$ cat config.mk
export PLATFORM = sky130hd
export DESIGN_NAME = mem_access_stage
export DESIGN_NICKNAME = d
export VERILOG_FILES = /design/src/rtl/mem_stage_pkg.sv /design/src/rtl/load_align_ext.sv /design/src/rtl/mem_access_stage.sv
export SDC_FILE = /design/constraint.sdc
export NUM_CORES = 1
export LEC_CHECK = 0
export ABC_AREA = 1
export CAP_MARGIN = 0
export CORE_ASPECT_RATIO = 1.75
export CORE_MARGIN = 2
export CORE_UTILIZATION = 25
export DETAILED_ROUTE_END_ITERATION = 7
export PLACE_DENSITY = 0.52
export SLEW_MARGIN = 40
export SYNTH_ARGS = -nofsm -noshare
export SYNTH_HDL_FRONTEND = slang
export SYNTH_SLANG_ARGS = --single-unit
$ cat constraint.sdc
create_clock -name clk -period 1.8 [get_ports clk]
set_input_delay 0.18 -clock clk [delete_from_list [all_inputs] [get_ports clk]]
set_output_delay 0.18 -clock clk [all_outputs]
set_load 0.02 [all_outputs]
$ cat src/rtl/mem_stage_pkg.sv
// mem_stage_pkg: control-bit indices, funct3 encodings, FSM states, timeout and record types for the memory-access stage
package mem_stage_pkg;
  localparam int CTL_REG_WRITE = 0;
  localparam int CTL_R_TYPE = 1;
  localparam int CTL_MEM_READ = 2;
  localparam int CTL_MEM_WRITE = 3;
  localparam int CTL_MEM_TO_REG = 4;
  localparam logic [2:0] F3_B = 3'd0;
  localparam logic [2:0] F3_H = 3'd1;
  localparam logic [2:0] F3_W = 3'd2;
  localparam logic [2:0] F3_BU = 3'd4;
  localparam logic [2:0] F3_HU = 3'd5;
  localparam logic [3:0] TIMEOUT = 4'd15;
  typedef enum logic {IDLE, ACCESS} state_e;
  typedef struct packed {
    logic [31:0] pc;
    logic [31:0] alu;
    logic [31:0] wdata;
    logic [4:0]  rd;
    logic [3:0]  be;
    logic [2:0]  f3;
    logic        we;
    logic        rw;
    logic        m2r;
  } op_t;
  typedef struct packed {
    logic [31:0] pc;
    logic [4:0]  rd;
    logic        rw;
    logic [31:0] data;
    logic        valid;
    logic        mis;
    logic        berr;
  } wb_t;
endpackage

$ cat src/rtl/load_align_ext.sv
// load_align_ext: selects the loaded byte/half/word lane and sign- or zero-extends it
module load_align_ext
  import mem_stage_pkg::*;
(
  input  logic [31:0] rdata,
  input  logic [1:0]  off,
  input  logic [2:0]  funct3,
  output logic [31:0] data
);
  logic [15:0] lane;
  assign lane = 16'(rdata >> {off, 3'b000});
  assign data = funct3 == F3_B  ? {{24{lane[7]}}, lane[7:0]} :
                funct3 == F3_H  ? {{16{lane[15]}}, lane} :
                funct3 == F3_W  ? rdata :
                funct3 == F3_BU ? {24'd0, lane[7:0]} :
                funct3 == F3_HU ? {16'd0, lane} : '0;
endmodule

$ cat src/rtl/mem_access_stage.sv
// mem_access_stage: MEM pipeline stage driving a word-addressed data bus with alignment checks, timeout and write-back
module mem_access_stage
  import mem_stage_pkg::*;
(
  input  logic        clk,
  input  logic        rst,
  input  logic [31:0] t_mem_pc,
  input  logic [4:0]  t_mem_reg_addr,
  input  logic [7:0]  t_mem_control,
  input  logic [31:0] t_mem_ALU_result,
  input  logic [31:0] t_mem_write_data,
  output logic        dmem_req,
  output logic        dmem_we,
  output logic [31:0] dmem_addr,
  output logic [3:0]  dmem_be,
  output logic [31:0] dmem_wdata,
  input  logic [31:0] dmem_rdata,
  input  logic        dmem_ready,
  output logic [31:0] t_wb_pc,
  output logic [4:0]  t_wb_reg_addr,
  output logic        t_wb_reg_write,
  output logic [31:0] t_wb_data,
  output logic        t_wb_valid,
  output logic        mem_stall,
  output logic        misalign_err,
  output logic        bus_err
);
  state_e state_q, state_d;
  logic [3:0] cnt_q, cnt_d;
  op_t op_q, op_d;
  wb_t wb_q, wb_d;
  logic ld, st, mem_op, mis, idle, access, start, done, timeout, unused_r_type;
  logic [2:0] f3;
  logic [1:0] off;
  logic [31:0] ld_data;
  assign unused_r_type = t_mem_control[CTL_R_TYPE];
  assign ld = t_mem_control[CTL_MEM_READ];
  assign st = t_mem_control[CTL_MEM_WRITE];
  assign mem_op = ld || st;
  assign f3 = t_mem_control[7:5];
  assign off = t_mem_ALU_result[1:0];
  assign mis = (f3[1:0] == 2'd1 && off[0]) || (f3[1:0] == 2'd2 && off != 2'd0);
  assign idle = state_q == IDLE;
  assign access = state_q == ACCESS;
  assign start = idle && mem_op && !mis;
  assign done = access && dmem_ready;
  assign timeout = access && !dmem_ready && cnt_q == TIMEOUT - 4'd1;
  assign mem_stall = !rst && (start || (access && !done && !timeout));
  assign dmem_req = access;
  assign dmem_we = access && op_q.we;
  assign dmem_addr = access ? {op_q.alu[31:2], 2'b00} : '0;
  assign dmem_be = access ? op_q.be : '0;
  assign dmem_wdata = access ? op_q.wdata : '0;
  assign t_wb_pc = wb_q.pc;
  assign t_wb_reg_addr = wb_q.rd;
  assign t_wb_reg_write = wb_q.rw;
  assign t_wb_data = wb_q.data;
  assign t_wb_valid = wb_q.valid;
  assign misalign_err = wb_q.mis;
  assign bus_err = wb_q.berr;
  load_align_ext u_ext (
    .rdata(dmem_rdata),
    .off(op_q.alu[1:0]),
    .funct3(op_q.f3),
    .data(ld_data)
  );
  always_comb begin
    state_d = start ? ACCESS : (done || timeout) ? IDLE : state_q;
    cnt_d = start ? 4'd0 : access ? cnt_q + 4'd1 : cnt_q;
    op_d = op_q;
    if (start) begin
      op_d.pc = t_mem_pc;
      op_d.alu = t_mem_ALU_result;
      op_d.rd = t_mem_reg_addr;
      op_d.f3 = f3;
      op_d.we = st;
      op_d.rw = t_mem_control[CTL_REG_WRITE] && !st;
      op_d.m2r = t_mem_control[CTL_MEM_TO_REG];
      op_d.be = !st ? 4'hf : f3[1:0] == 2'd0 ? 4'b0001 << off : f3[1:0] == 2'd1 ? 4'b0011 << {off[1], 1'b0} : 4'hf;
      op_d.wdata = f3[1:0] == 2'd0 ? {4{t_mem_write_data[7:0]}} : f3[1:0] == 2'd1 ? {2{t_mem_write_data[15:0]}} : t_mem_write_data;
    end
    wb_d = '0;
    if (idle && (!mem_op || mis)) begin
      wb_d.pc = t_mem_pc;
      wb_d.rd = t_mem_reg_addr;
      wb_d.rw = !mem_op && t_mem_control[CTL_REG_WRITE];
      wb_d.data = t_mem_ALU_result;
      wb_d.valid = 1'b1;
      wb_d.mis = mem_op;
    end else if (done || timeout) begin
      wb_d.pc = op_q.pc;
      wb_d.rd = op_q.rd;
      wb_d.rw = done && op_q.rw;
      wb_d.data = (done && op_q.m2r) ? ld_data : op_q.alu;
      wb_d.valid = 1'b1;
      wb_d.berr = timeout;
    end
  end
  always_ff @(posedge clk) begin
    if (rst) begin
      state_q <= IDLE;
      cnt_q <= '0;
      op_q <= '0;
      wb_q <= '0;
    end else begin
      state_q <= state_d;
      cnt_q <= cnt_d;
      op_q <= op_d;
      wb_q <= wb_d;
    end
  end
endmodule

==> impl_metrics.ini, run 1 <==
[critical_path]
worstSetupStartpointType = register
arrival_ns = 1.58
crit_required_ns = 1.62
worstPathMaxFanout = 25
critical_path.endpoint_type = output pin
crit_type = register to output pin

[drt]
drtAntennaViolNets = 0
first_pass_iters = 6
wire_per_inst_um = 15.7
vias = 8910
drcViolationCount = 0
drt-total-wl_um = 31500
avgViaCountPerCell = 4.43
dr.first_iter.drc_count = 458

[placed_design]
hpwl_um = 23300
place.gp.congestion = 0.890
pre_cts_ws_ns = -0.126
numPortBuffers = 284

[sta]
finalWorstSetupSlack_ns = 0.0412
final_max_slew_viol_count = 0
finClkSkew_ns = 0.0119
fmax_ghz = 0.569
worstMarginPinSlew_ns = 0.557
fin_crit_sh_pct = 97.7
setup-violations-final = 0
hold_violations = 0
whs_ns = 0.140
rsz0062_at_grt = true
relSlewSlack_pct = 62.8
period_needed_ns = 1.76

[grt]
gr-usage-all-layers_pct = 17.5
grt_max_degree = 54
grt.busiest_layer = met2
grt_pass1_wl_um = 48000
first_global_vias = 8685
use_met1_pct = 18.6
grt_use_met3_pct = 3.66
antenna_found_initial = 2
grt_overflow = 0
met2_usage_pct = 31.8

[finish]
syn2layout_area_growth_pct = 47.8
fill_cells = 3724
layout_common_cells = nand2_1 (395), clkdlybuf4s50_1 (214), dfxtp_1 (186), inv_1 (147), a21oi_1 (138)
final_core_util_pct = 37.2
fin_nets = 1684
drive_gt1_share_pct = 10.8
layout_commonest_cell = nand2_1

[die]
die_w_um = 144
core_area_um2 = 34200
die_h_um = 250
initial_core_util_pct = 25.2
fp-row-count = 90
io-pin-count = 288
dieArea_um2 = 36000

[cts]
numCtsBuffers = 17
h-tree-depth = 4
cts_buffer_depth = 2
clkSinkCount = 189
hold_buffers = 0
cts_tree = yes
clock_latency_ns = 0.46
clockRootBuffer = clkbuf_16
path_clk_slew_ns = 0.07

[yosys]
ys_seq_elements = 189
yosysWarnings = 0
syn_area_um2 = 8620
synth_area_per_cell_um2 = 6.92
seq_area_frac_synth_pct = 43.9
synth_cells = 1246
ys_types = 33

[power]
p_leak_nw = 5.79
peakVddDrop_v = 0.000677
p_per_area_nw_per_um2 = 874
p_total_mw = 11.1

[run_status]
outcome = finished, final reports clean

[flow_run]
maxCapViolations = 0

[hold_path]
hold_class = primary input to register
[power breakdown]
part,internal [mW],switching (mW)
combinational,1.13,1.47
sequential,4.53,0.155
clock,2.01,1.84
[final timing paths]
check	cells past startpoint	slack, ns	endpoint	from
setup / recovery	5	0.04	mem_stall	dmem_req$_SDFFE_PP0P_
hold / removal	3	0.14	op_q[39]$_SDFFE_PP0P_	rst
setup reg to reg	11	0.10	t_wb_valid$_SDFF_PP0_	cnt_q[0]$_SDFFE_PP0P_
hold reg to reg	2	0.45	op_q[91]$_SDFFE_PP0P_	op_q[91]$_SDFFE_PP0P_
[synth_stat cells (all sizes together)]
cell    count  area share [%]
clkbuf     29             1.3
xor2        1            0.10
o31ai       8            0.70
a21oi     143             8.5
nand3b      3            0.41
inv       155             6.7
dfxtp     189              44
nor2       37             2.1
ha          2            0.29
nand4       2            0.15
o211ai      1           0.087
nand3      53             3.3
mux2i       8            0.93
conb        1           0.043
nand2     401              18
nor3b       2            0.17
o21ai     156             9.1
buf        52             4.6
nor3        1           0.058
or2         2            0.15
[through the flow]
stage	instances	area (µm²)	TNS [ns]
finish	2013	12700	0
global route	2013	12700	-0.242
CTS	2010	12800	-0.00528
detailed placement	1970	12200	-2.40
global placement	1970	12200	-1.88
floorplan	1247	8630	0
[metal layers]
metal	wire length [µm]	vias to the layer above
met5	0	-
met3	1650	57
met2	16600	260
met4	1290	0
li1	-	4525
met1	12000	4068
[worst max-delay path, stage by stage, from the launching register on]
cell,delay [ns]
dfxtp_4,0.40
buf_16,0.19
nand2_2,0.11
nand2_2,0.08
nor3b_2,0.16
buf_4,0.17
[timing repair]
action | in CTS | in global routing
endpoints found under the setup margin | 65 | 70
pin swaps | 3 | 2
gates cloned | 1 | 0
resized for setup | 78 | 76
buffers inserted | 7 | 1
[state kept, by name (all words and copies together) (netlist names)]
name	cells
op_q	111
t_wb_data	32
t_wb_pc	32
t_wb_reg_addr	5
cnt_q	4
bus_err	1
dmem_req	1
misalign_err	1
t_wb_reg_write	1
t_wb_valid	1
[logic make-up after synthesis]
group | Yosys count | share of synthesized area, %
xor gates and xnor gates | 1 | 0.102
adders and majority gates | 2 | 0.290
AOI/OAI and AO/OA | 308 | 18.4
and+or+nand+nor | 501 | 23.8
buffers and inverters | 236 | 12.6
other | 1 | 0.0435
DFF | 189 | 43.9
muxes | 8 | 0.929
[cell type report]
class | instances | area, µm² | share of cell area, %
well taps | 460 | 576 | 4.52
multi-input cells | 822 | 3790 | 29.7
clock buffers | 19 | 453 | 3.55
diodes | 2 | 5.00 | 0.0393
flip-flops and latches | 189 | 3790 | 29.7
clock inverters | 13 | 129 | 1.01
inverters | 155 | 584 | 4.59
repair buffers | 353 | 3420 | 26.8
Note: power is estimated with default switching activity, not from simulation.
==> run 2: changes to the inputs <==
- CAP_MARGIN: 0 -> 20
==> results of run 2 <==
Final layout, timing and power as in run 1 (identical DEF).
==> run 3: changes to the inputs <==
--- a/config.mk
+++ b/config.mk
@@ -13,4 +13,5 @@
 export DETAILED_ROUTE_END_ITERATION = 7
 export PLACE_DENSITY = 0.52
+export SKIP_CTS_REPAIR_TIMING = 1
 export SLEW_MARGIN = 40
 export SYNTH_ARGS = -nofsm -noshare
==> constraint.sdc (replaced) <==
create_clock -name clk -period 1.8 [get_ports clk]
set_input_delay 0.18 -clock clk [delete_from_list [all_inputs] [get_ports clk]]
set_output_delay 0.18 -clock clk [all_outputs]
set_load 0.1 [all_outputs]
==> impl_metrics.ini, run 3 (same netlist as run 1, synthesis figures left out) <==
[placed_design]
place.gp.congestion = 0.850
pre_cts_ws_ns = -0.121
placed_cells = 1959
hpwl_um = 23700
numPortBuffers = 284
dpl_cell_area_um2 = 12900

[critical_path]
worstPathMaxFanout = 4
r2r_start = cnt_q[1]$_SDFFE_PP0P_
cp-startpoint = cnt_q[0]$_SDFFE_PP0P_
critical_path.endpoint_type = output pin
crit_required_ns = 1.62
worstSetupStartpointType = register
crit_type = register to output pin
arrival_ns = 1.75

[grt]
gr-usage-all-layers_pct = 17.5
grt_pass1_wl_um = 47900
antenna_found_initial = 6
grt_overflow = 0
grt_max_degree = 50
first_global_vias = 8658

[finish]
syn2layout_area_growth_pct = 56.6
postLayoutCellArea_um2 = 13500
largest-register = op_q
layout_commonest_cell = nand2_1
stdcell_count = 1998
final_core_util_pct = 39.4
fill_cells = 3599
drive_gt1_share_pct = 21.4
layout_common_cells = nand2_1 (394), dfxtp_1 (187), clkdlybuf4s50_1 (141), a21oi_1 (138), buf_4 (108)
fin_nets = 1667
largest_register_ffs = 111

[run_status]
outcome = finished with violations
violations = setup timing

[drt]
dr_wl_met2_um = 16700
drtAntennaViolNets = 0
vias = 8896
routed-wl-met3_um = 1900
drcViolationCount = 0
met1Wirelength_um = 11600
first_pass_iters = 4
avgViaCountPerCell = 4.45
wire_per_inst_um = 15.7
drt-total-wl_um = 31300
dr.first_iter.drc_count = 444
highest-signal-layer = met5

[power]
combPwrFrac_pct = 31.4
p_leak_nw = 5.39
p_int_mw = 7.63
p_per_area_nw_per_um2 = 900
pwr-share-seq_pct = 38.6
swShare_pct = 37.2
clkPwrFrac_pct = 30.1
peakVddDrop_v = 0.000726
p_total_mw = 12.1
switchingPower_mw = 4.52

[sta]
worstMarginPinSlew_ns = 0.571
rsz0062_at_grt = true
fin_crit_sh_pct = 107
finClkSkew_ns = 0.00922
finalWorstSetupSlack_ns = -0.129
finalSetupTns_ns = -0.129
whs_ns = 0.0922
relSlewSlack_pct = 62.0
fmax_ghz = 0.518
final_max_slew_viol_count = 0
period_needed_ns = 1.93
hold_violations = 0
setup-violations-final = 1

[die]
dieArea_um2 = 36000
fp-row-count = 90
initial_core_util_pct = 25.2
die_w_um = 144
io-pin-count = 288
die_h_um = 250
core_area_um2 = 34200

[cts]
cts_buffer_depth = 2
clkSinkCount = 189
clock_latency_ns = 0.46
h-tree-depth = 4
clockRootBuffer = clkbuf_16
cts_tree = yes
numCtsBuffers = 17
path_clk_slew_ns = 0.07

[hold_path]
hp-start = rst
hold_class = primary input to register

[flow_run]
maxCapViolations = 0
## run 3: layout make-up
cell class | instances | area, µm² | area share [%]
Sequential cell | 189 | 3790 | 28.1
Inverter | 155 | 833 | 6.17
Multi-Input combinational cell | 822 | 3800 | 28.1
Antenna cell | 4 | 10.0 | 0.0741
Timing Repair Buffer | 336 | 3950 | 29.2
Tap cell | 460 | 576 | 4.26
Clock inverter | 12 | 104 | 0.769
Clock buffer | 20 | 447 | 3.31
## run 3: per-layer routing
layer	global-route usage, %	vias to the layer above
met5	0	-
met4	7.93	4
met3	4.78	60
met2	32.0	261
met1	18.2	4073
li1	-	4498
## run 3: power by group through the flow
stage | Sequential (mW) | Combinational [mW] | Clock [mW]
3_5_place_dp | 4.78 | 3.83 | 0
6_report | 4.68 | 3.81 | 3.65
3_3_place_gp | 4.77 | 3.80 | 0
5_1_grt | 4.72 | 4.09 | 3.95
4_1_cts | 4.68 | 3.84 | 3.80
2_1_floorplan | 5.47 | 1.81 | 0
## run 3: worst max-delay path, cell delays in order (launching register included)
cell and delay [ns]:
dfxtp_2 0.36, inv_2 0.06, ha_4 0.15, nand2_2 0.05, nand3b_1 0.14, nand2_2 0.10, nor3b_4 0.22, buf_12 0.21
## run 3: final timing paths
| check | slack, ns | endpoint | depth (start not counted) |
|---|---|---|---|
| setup / recovery | -0.13 | mem_stall | 7 |
| setup reg to reg | 0.14 | t_wb_pc[28]$_SDFF_PP0_ | 8 |
| hold reg to reg | 0.45 | op_q[81]$_SDFFE_PP0P_ | 2 |
| hold / removal | 0.09 | op_q[5]$_SDFFE_PP0P_ | 2 |
